--- src/rtl/instr_prefetch.sv ---
// Instruction prefetch buffer: credit-limited in-order fetch into a small FIFO,
// with redirect flushing the buffer and discarding responses still in flight.
module instr_prefetch #(
    parameter int          DEPTH    = 4,
    parameter logic [31:0] RESET_PC = 32'h0000_0000
) (
    input  logic        clk,
    input  logic        rst,
    output logic        imem_req_valid,
    input  logic        imem_req_ready,
    output logic [31:0] imem_req_addr,
    input  logic        imem_rsp_valid,
    input  logic [31:0] imem_rsp_data,
    output logic        out_valid,
    input  logic        out_ready,
    output logic [31:0] out_pc,
    output logic [31:0] out_instr,
    input  logic        redirect,
    input  logic [31:0] redirect_pc
);
    localparam int AW = $clog2(DEPTH);
    localparam int CW = AW + 1;
    localparam logic [CW-1:0] DEPTH_C = CW'(DEPTH);
    localparam logic [CW:0]   DEPTH_L = (CW+1)'(DEPTH);

    logic [31:0]   pc_buf    [DEPTH];
    logic [31:0]   instr_buf [DEPTH];
    logic [AW-1:0] head, tail;
    logic [CW-1:0] count, outstanding, drop;
    logic [31:0]   fetch_pc, rsp_pc;
    logic          active;

    logic [CW:0]   in_use;
    logic [CW-1:0] rsp_dec;
    logic [31:0]   target;
    logic          req_fire, dropping, push, pop;

    // Credits cover both buffered entries and requests still in flight,
    // so a response always finds a free slot.
    assign in_use         = {1'b0, count} + {1'b0, outstanding};
    assign imem_req_valid = active && !redirect && (in_use < DEPTH_L);
    assign imem_req_addr  = fetch_pc;
    assign req_fire       = imem_req_valid && imem_req_ready;
    assign rsp_dec        = CW'(imem_rsp_valid);
    assign target         = redirect_pc & 32'hFFFF_FFFC;
    assign dropping       = (drop != '0);
    assign push           = imem_rsp_valid && !redirect && !dropping;
    assign out_valid      = (count != '0);
    assign pop            = out_valid && out_ready && !redirect;
    assign out_pc         = out_valid ? pc_buf[head]    : 32'h0;
    assign out_instr      = out_valid ? instr_buf[head] : 32'h0;

    always_ff @(posedge clk or negedge rst) begin
        if (!rst) begin
            head        <= '0;
            tail        <= '0;
            count       <= '0;
            outstanding <= '0;
            drop        <= '0;
            fetch_pc    <= RESET_PC;
            rsp_pc      <= RESET_PC;
            active      <= 1'b0;
        end else begin
            active <= 1'b1;
            if (redirect) begin
                // Everything still in flight after this edge is stale.
                head        <= '0;
                tail        <= '0;
                count       <= '0;
                fetch_pc    <= target;
                rsp_pc      <= target;
                outstanding <= outstanding - rsp_dec;
                drop        <= outstanding - rsp_dec;
            end else begin
                if (req_fire)
                    fetch_pc <= fetch_pc + 32'd4;
                case ({req_fire, imem_rsp_valid})
                    2'b10:   outstanding <= outstanding + 1'b1;
                    2'b01:   outstanding <= outstanding - 1'b1;
                    default: ;
                endcase
                if (imem_rsp_valid && dropping)
                    drop <= drop - 1'b1;
                if (push) begin
                    tail   <= tail + 1'b1;
                    rsp_pc <= rsp_pc + 32'd4;
                end
                if (pop)
                    head <= head + 1'b1;
                case ({push, pop})
                    2'b10:   count <= count + 1'b1;
                    2'b01:   count <= count - 1'b1;
                    default: ;
                endcase
            end
        end
    end

    always_ff @(posedge clk) begin
        if (push) begin
            pc_buf[tail]    <= rsp_pc;
            instr_buf[tail] <= imem_rsp_data;
        end
    end

    a_no_push_full: assert property (@(posedge clk) disable iff (!rst)
        !(push && (count == DEPTH_C) && !pop));

endmodule
--- config.mk ---
export PLATFORM = sky130hd
export DESIGN_NAME = instr_prefetch
export DESIGN_NICKNAME = d
export VERILOG_FILES = /design/src/rtl/instr_prefetch.sv
export SDC_FILE = /design/constraint.sdc
export NUM_CORES = 1
export LEC_CHECK = 0
export ABC_AREA = 0
export CORE_MARGIN = 8
export CORE_UTILIZATION = 31
export DETAILED_ROUTE_END_ITERATION = 7
export SLEW_MARGIN = 20
export SYNTH_ARGS = -nofsm -noshare
export SYNTH_HDL_FRONTEND = slang
export SYNTH_SLANG_ARGS = --single-unit
--- constraint.sdc ---
create_clock -name clk -period 3.25 [get_ports clk]
set_input_delay 0.325 -clock clk [delete_from_list [all_inputs] [get_ports clk]]
set_output_delay 0.325 -clock clk [all_outputs]
set_load 0.01 [all_outputs]
==> results of run 1 <==
-- repair_timing --
item / in CTS / in global routing
setup endpoints to repair: 0 / 0
hold buffers: 1 / 0
endpoints found under the hold margin: 24 / 0
-- sequential cells by signal, indices dropped and copies added, names as in the netlist, 2 cells and up --
signal / flops
head: 2
drop: 3
outstanding: 3
count: 3
tail: 2
instr_buf: 128
imem_req_addr: 30
rsp_pc: 30
pc_buf: 120
-- cells by family (layout without fill, tap and decap cells) --
family,Yosys count,after routing,share of synthesized area (%)
XOR/XNOR,39,39,2.50
AO/OA/AOI/OAI,82,82,3.81
multiplexers,75,75,11.2
adder cells (fa/ha/maj),14,14,1.39
other,2,5,0.0549
buffers and inverters,62,265,1.99
flip-flops,322,322,67.9
AND/OR/NAND/NOR,276,276,11.1
-- metal layers --
layer	wire length, um	part of all wire, %
met1	15200	47
met4	639	2.0
met5	0	0
met3	1940	6.0
met2	14800	45
-- synthesized netlist by cell type (4+ instances only) --
master    instances  area share, %
inv_1            15           0.41
nor3_1           14           0.51
and3_1           11           0.50
xor2_1           18            1.2
mux2i_1           4           0.29
mux2_2            9           0.74
o211ai_1         16           0.88
buf_1             4           0.11
clkbuf_1         28           0.77
buf_4             6           0.33
nand2b_1          4           0.18
or3_1             6           0.27
nor3b_1           5           0.27
and4_1            4           0.26
nand2_1          62            1.7
xnor2_1          21            1.3
nor2_1           26           0.71
a21oi_1           7           0.26
o311ai_0          9           0.58
ha_1             12            1.1
nand4_1          19           0.87
nand3_1          36            1.3
mux4_2           62             10
nor4_1            4           0.18
and2_1           70            3.2
dfrtp_1          74             14
edfxtp_1        248             54
o21ai_0          38            1.4
buf_2             8           0.29
-- final cells by class --
type	instances	area (sq um)	share of cell area, %
Sequential cell	322	9300	53.9
Multi-Input combinational cell	491	4130	24.0
Timing Repair Buffer	185	1870	10.8
Clock buffer	50	1040	6.01
Tap cell	592	741	4.29
Clock inverter	15	110	0.638
Inverter	15	56.3	0.326
-- how the worst max path moves through the flow --
stage                         from               to  depth (start not counted)
finish                     head[1]     out_instr[7]                          4
global route               head[1]    out_instr[20]                          4
CTS                        head[1]    out_instr[20]                          4
detailed placement        count[2]   outstanding[1]                          7
global placement    outstanding[2]   outstanding[1]                          7
floorplan                 redirect  instr_buf[0][0]                          5
-- layout by cell type (no fill, tap or decap), types with 7 or more instances in the layout --
cell type | synthesis | layout
a21oi_1 | 7 | 7
and2_1 | 70 | 70
and3_1 | 11 | 7
buf_12 | 0 | 7
buf_4 | 6 | 16
clkbuf_1 | 28 | 9
clkbuf_16 | 0 | 39
clkdlybuf4s50_1 | 0 | 159
dfrtp_1 | 74 | 72
edfxtp_1 | 248 | 248
ha_1 | 12 | 12
inv_1 | 15 | 15
mux2_2 | 9 | 9
mux4_2 | 62 | 62
nand2_1 | 62 | 62
nand3_1 | 36 | 36
nand4_1 | 19 | 19
nor2_1 | 26 | 26
nor3_1 | 14 | 14
o211ai_1 | 16 | 16
o21ai_0 | 38 | 38
o311ai_0 | 9 | 9
xnor2_1 | 21 | 21
xor2_1 | 18 | 18
-- where the power goes --
group | switching [mW] | internal (mW) | total (mW)
sequential | 0.295 | 4.73 | 5.02
clock | 1.62 | 2.32 | 3.94
combinational | 1.66 | 1.96 | 3.62
-- metrics by stage --
| stage | util (%) | setup WS (ns) |
|---|---|---|
| 6_report | 39.3 | 0.219 |
| 2_1_floorplan | - | 0.0601 |
| 5_1_grt | 39.3 | 0.0489 |
| 3_5_place_dp | 36.6 | 0.494 |
| 4_1_cts | 39.3 | 0.108 |
| 3_3_place_gp | 36.6 | 0.492 |
==> load_flow_metrics.sql, run 1 <==
INSERT INTO impl_metrics (metric_group, metric, value, unit) VALUES
('hold_path', 'hp-start', 'redirect', ''),
('worst_setup_path', 'critical_path.reg2reg.startpoint', 'count[2]', ''),
('clocking', 'htreeDepth', '2', ''),
('routing', 'drc', '0', ''),
('sta', 'timing.fmax', '330', 'MHz'),
('global_route', 'grt-ovfl-total', '0', ''),
('global_route', 'global_route.usage.met1', '17.2', '%'),
('layout', 'fillCellCount', '4117', ''),
('layout', 'n_antenna_cell', '0', ''),
('hold_path', 'hold_path_end', 'rsp_pc[10]', ''),
('clocking', 'inserted_clock_buffers', '37', ''),
('logic_synthesis', 'synth.ff_latch_count', '322', ''),
('routing', 'totalWireLength', '32600', 'um'),
('sta', 'unrepaired_setup_endpoints_after_global_routing', 'false', ''),
('status', 'outcome', 'complete, no violations', ''),
('routing', 'routedWlPerCell', '19.5', 'um'),
('sta', 'setup_viol', '0', ''),
('logic_synthesis', 'synthesis.area_per_instance', '15.7', 'sq um'),
('sta', 'timing_max_transition_violations_final', '0', ''),
('sta', 'finalHoldWorstSlack', '0.164', 'ns'),
('worst_setup_path', 'ff2ff_path_depth', '7', ''),
('clocking', 'post_cts_resize_count', '0', ''),
('global_route', 'vias_in_the_first_global_route', '8473', ''),
('worst_setup_path', 'timing.setup.critical_path_class', 'reg -> out', ''),
('sta', 'clock_skew', '0.0171', 'ns'),
('clocking', 'ctsLongestPathBuffers', '3', ''),
('worst_setup_path', 'worstPathArrival', '2.71', 'ns'),
('clocking', 'cts_tree', 'yes', ''),
('placed_design', 'port_buffers', '161', ''),
('worst_setup_path', 'r2r_slack', '0.48', 'ns'),
('logic_synthesis', 'synth-edff-count', '248', ''),
('floorplanning', 'initial_core_util', '31.2', '%'),
('floorplanning', 'design.die.area', '0.0511', 'sq mm'),
('logic_synthesis', 'ys.warnings.count', '0', ''),
('worst_setup_path', 'cp_slowest_cell', 'dfrtp_2', ''),
('logic_synthesis', 'synthesis.instances', '872', ''),
('floorplanning', 'floorplan.rows', '77', ''),
('worst_setup_path', 'worst_setup_path_start_kind', 'flop', ''),
('global_route', 'grt_antenna_before_repair', '0', ''),
('global_route', 'grt_pass1_wl', '49700', 'um'),
('logic_synthesis', 'synth_sequential_area_ratio', '67.9', '%'),
('floorplanning', 'num_io_pins', '168', ''),
('power', 'peakVddDrop', '0.515', 'mV'),
('hold_path', 'worst_hold_path_type', 'in -> reg', ''),
('global_route', 'globalRouteMet3Util', '3.25', '%'),
('power', 'design_power_total', '12.6', 'mW'),
('routing', 'first_pass_iters', '5', ''),
('clocking', 'clock_sinks', '322', ''),
('sta', 'worst_pin_slew', '1.01', 'ns'),
('clocking', 'cts.repair_timing.setup_buffer_count', '0', ''),
('power', 'power_leakage', '5.77', 'nW'),
('power', 'powerDensity', '729', 'mW/mm^2'),
('worst_setup_path', 'critical_path_peak_fanout', '21', ''),
('clocking', 'cts.reportedPaths.clkPinSlew', '0.06', 'ns'),
('routing', 'ant_nets', '0', ''),
('logic_synthesis', 'synth.cell_area', '0.0137', 'sq mm'),
('layout', 'final_cell_area', '0.0173', 'sq mm'),
('placed_design', 'dp.final_hpwl', '20700', 'um'),
('floorplanning', 'die_height', '226', 'um'),
('layout', 'final_cells', '1670', ''),
('clocking', 'clk-insertion-delay-late', '0.54', 'ns'),
('layout', 'area_growth_syn_to_layout', '26.1', '%'),
('worst_setup_path', 'critical_path_required', '2.92', 'ns'),
('worst_setup_path', 'critical_path.endpoint_type', 'output port', ''),
('sta', 'hold_viol', '0', ''),
('global_route', 'grt_use_met2', '19.9', '%'),
('worst_setup_path', 'rr_endpoint', 'outstanding[1]', ''),
('global_route', 'grt_use_total', '12.6', '%'),
('sta', 'min_clock_period_post_route', '3.03', 'ns'),
('logic_synthesis', 'ys_types', '51', ''),
('logic_synthesis', 'synth_async_sr_flop_share', '23.0', '%');
Note: power is estimated with default switching activity, not from simulation.
==> inputs of run 2 (changes only) <==
--- a/config.mk
+++ b/config.mk
@@ -7,7 +7,9 @@
 export LEC_CHECK = 0
 export ABC_AREA = 0
+export CAP_MARGIN = 20
 export CORE_MARGIN = 8
 export CORE_UTILIZATION = 31
 export DETAILED_ROUTE_END_ITERATION = 7
+export PLACE_DENSITY = 0.57
 export SLEW_MARGIN = 20
 export SYNTH_ARGS = -nofsm -noshare
==> constraint.sdc (replaced) <==
create_clock -name clk -period 3.25 [get_ports clk]
set_input_delay 0.65 -clock clk [delete_from_list [all_inputs] [get_ports clk]]
set_output_delay 0.65 -clock clk [all_outputs]
set_load 0.01 [all_outputs]
==> run 2 against run 1 <==
Compared with the run above: worst hold slack better by 0.36 ns; cell area increased by 1.6%; largest cell class unchanged; clock-buffer cell count shrank 5; via count grew 1.0%; global-route usage increased by 0.33 points; highest routed layer is now met5; critical endpoint is now out_pc[2]; non-clock buffer count rose by 17; sequential cell count unchanged; core utilization grew 0.64 points; clock skew is 0.0025 ns lower.
==> load_flow_metrics.sql, run 2 (synthesis gave the netlist of run 1 again) <==
INSERT INTO impl_metrics (metric_group, metric, value, unit) VALUES
('worst_setup_path', 'worst_setup_path_start_kind', 'flop', ''),
('routing', 'drt_iter0_markers', '485', ''),
('floorplanning', 'num_io_pins', '168', ''),
('sta', 'setup_tns', '0', 'ns'),
('sta', 'timing_max_transition_violations_final', '0', ''),
('power', 'powerDensity', '723', 'mW/mm^2'),
('sta', 'timing.fmax', '316', 'MHz'),
('clocking', 'clock_tree.root_cell', 'clkbuf_16', ''),
('floorplanning', 'floorplan.rows', '77', ''),
('worst_setup_path', 'crit_path_end', 'out_pc[2]', ''),
('hold_path', 'worst_hold_path_type', 'in -> async', ''),
('floorplanning', 'die-width', '226', 'um'),
('global_route', 'vias_in_the_first_global_route', '8469', ''),
('worst_setup_path', 'buffers_inverters_on_critical_path', '2', ''),
('routing', 'vias_per_cell', '4.82', ''),
('worst_setup_path', 'timing.setup.critical_path_class', 'reg -> out', ''),
('sta', 'hold_viol', '0', ''),
('placed_design', 'gp_congestion', '0.801', ''),
('layout', 'largest_register', 'instr_buf', ''),
('placed_design', 'placedCellCount', '1617', ''),
('layout', 'final_cells', '1683', ''),
('clocking', 'htreeDepth', '2', ''),
('worst_setup_path', 'setup.worst_path.start', 'head[0]', ''),
('worst_setup_path', 'cpPeakStageDelay', '0.54', 'ns'),
('routing', 'routedLengthMet1', '15100', 'um'),
('worst_setup_path', 'r2r_slack', '0.45', 'ns'),
('layout', 'finalNetCount', '1152', ''),
('global_route', 'grt_pass1_wl', '50800', 'um'),
('layout', 'layout.cells.most_common_list', 'edfxtp_1 (248), clkdlybuf4s50_1 (143), dfrtp_1 (72), and2_1 (70)', ''),
('power', 'power_leakage', '6.08', 'nW'),
('layout', 'max_ffs_per_register', '128', ''),
('clocking', 'cts.reportedPaths.clkPinSlew', '0.06', 'ns'),
('status', 'outcome', 'complete, no violations', ''),
('worst_setup_path', 'critical_path_required', '2.60', 'ns'),
('layout', 'area_growth_syn_to_layout', '28.1', '%'),
('sta', 'worst_pin_slew', '0.993', 'ns'),
('routing', 'wl_met2', '14900', 'um'),
('worst_setup_path', 'ff2ff_path_depth', '7', ''),
('sta', 'min_clock_period_post_route', '3.17', 'ns'),
('clocking', 'cts_tree', 'yes', ''),
('sta', 'setup_viol', '0', ''),
('global_route', 'grt_start_max_net_pins', '66', ''),
('floorplanning', 'die_height', '226', 'um'),
('power', 'peakVddDrop', '0.401', 'mV'),
('routing', 'drc', '0', ''),
('worst_setup_path', 'worstPathArrival', '2.52', 'ns'),
('sta', 'worst_slew_margin_rel', '33.6', '%'),
('worst_setup_path', 'rr_endpoint', 'outstanding[1]', ''),
('worst_setup_path', 'worstSetupPathDepth', '4', ''),
('global_route', 'grt_use_total', '12.9', '%'),
('routing', 'detailroute.wirelength.met3', '2160', 'um'),
('placed_design', 'port_buffers', '161', ''),
('clocking', 'clk-insertion-delay-late', '0.52', 'ns'),
('routing', 'ant_nets', '0', ''),
('sta', 'min_period_over_period', '97.4', '%'),
('layout', 'largest_registers_in_the_final_layout', 'instr_buf x128, pc_buf x120', ''),
('routing', 'maxUsedRoutingLayer', 'met5', ''),
('floorplanning', 'initial_core_util', '31.2', '%'),
('worst_setup_path', 'cp_top_family', 'buffers and inverters', ''),
('worst_setup_path', 'crit_chain', 'buf_4 > mux4_2 > and2_1 > clkdlybuf4s50_1', ''),
('worst_setup_path', 'cp_slowest_cell', 'dfrtp_4', ''),
('worst_setup_path', 'critical_path_peak_fanout', '8', ''),
('global_route', 'grt-ovfl-total', '0', ''),
('global_route', 'grt_antenna_before_repair', '1', ''),
('layout', 'layout_cells_sized_above_1', '16.3', '%'),
('sta', 'clock_skew', '0.0146', 'ns'),
('clocking', 'inserted_clock_buffers', '36', ''),
('layout', 'fillCellCount', '4136', ''),
('placed_design', 'dp.final_hpwl', '22000', 'um'),
('sta', 'unrepaired_setup_endpoints_after_global_routing', 'true', ''),
('clocking', 'clock_sinks', '322', ''),
('layout', 'most_frequent_standard_cell_in_the_layout_excluding_fill_and_tap_cells', 'edfxtp_1', ''),
('routing', 'vias', '8107', ''),
('floorplanning', 'design.die.area', '0.0511', 'sq mm'),
('layout', 'n_antenna_cell', '0', ''),
('routing', 'routedWlPerCell', '19.5', 'um'),
('floorplanning', 'placeableCoreArea', '0.0439', 'sq mm'),
('routing', 'first_pass_iters', '5', ''),
('clocking', 'ctsLongestPathBuffers', '3', ''),
('worst_setup_path', 'critical_path.reg2reg.startpoint', 'count[2]', ''),
('worst_setup_path', 'critical_path.endpoint_type', 'output port', ''),
('job', 'maxCapViolCount', '0', ''),
('routing', 'totalWireLength', '32800', 'um');
-- run 2: routing by layer --
| metal | up-vias | GRT usage, % |
|---|---|---|
| li1 | 3729 | - |
| met1 | 4082 | 17.6 |
| met2 | 252 | 20.3 |
| met3 | 42 | 3.21 |
| met4 | 2 | 3.67 |
| met5 | - | 0 |
-- run 2: metrics by stage --
step / util, % / instance area, sq um / total power [mW] / hold WS [ns] / worst slack, ns
finish: 39.9 / 17500 / 12.7 / 0.524 / 0.0841
detailed placement: 37.1 / 16300 / 8.90 / 0.511 / 0.291
global placement: 37.1 / 16300 / 8.85 / 0.514 / 0.338
floorplan: - / 13700 / 6.98 / 0.354 / 0.253
CTS: 39.8 / 17500 / 12.9 / 0.486 / 0.000671
global route: 39.9 / 17500 / 13.4 / 0.529 / -0.00725
-- run 2: repair_timing --
item / CTS / global route
hold buffers: 1 / 0
gates cloned: 0 / 0
buffers inserted: 3 / 1
endpoints found under the setup margin: 58 / 19
gates resized for setup: 7 / 14
endpoints found under the hold margin: 5 / 0
-- run 2: cell type report --
class / count / area (sq um) / share of cell area [%]
Inverter: 15 / 56.3 / 0.321
Sequential cell: 322 / 9300 / 53.1
Timing Repair Buffer: 202 / 2140 / 12.2
Clock inverter: 16 / 178 / 1.01
Multi-Input combinational cell: 491 / 4150 / 23.7
Clock buffer: 45 / 966 / 5.51
Tap cell: 592 / 741 / 4.22
-- run 2: worst min path at each step --
stage                              to  depth (start not counted)
detailed placement  imem_req_addr[25]                          1
global route        imem_req_addr[24]                          2
floorplan                      active                          0
finish              imem_req_addr[24]                          2
CTS                 imem_req_addr[25]                          2
global placement    imem_req_addr[21]                          1
-- run 2: power breakdown --
part           switching (mW)  internal [mW]
registers               0.283           4.73
clock network            1.56           2.41
logic                    1.70           1.99
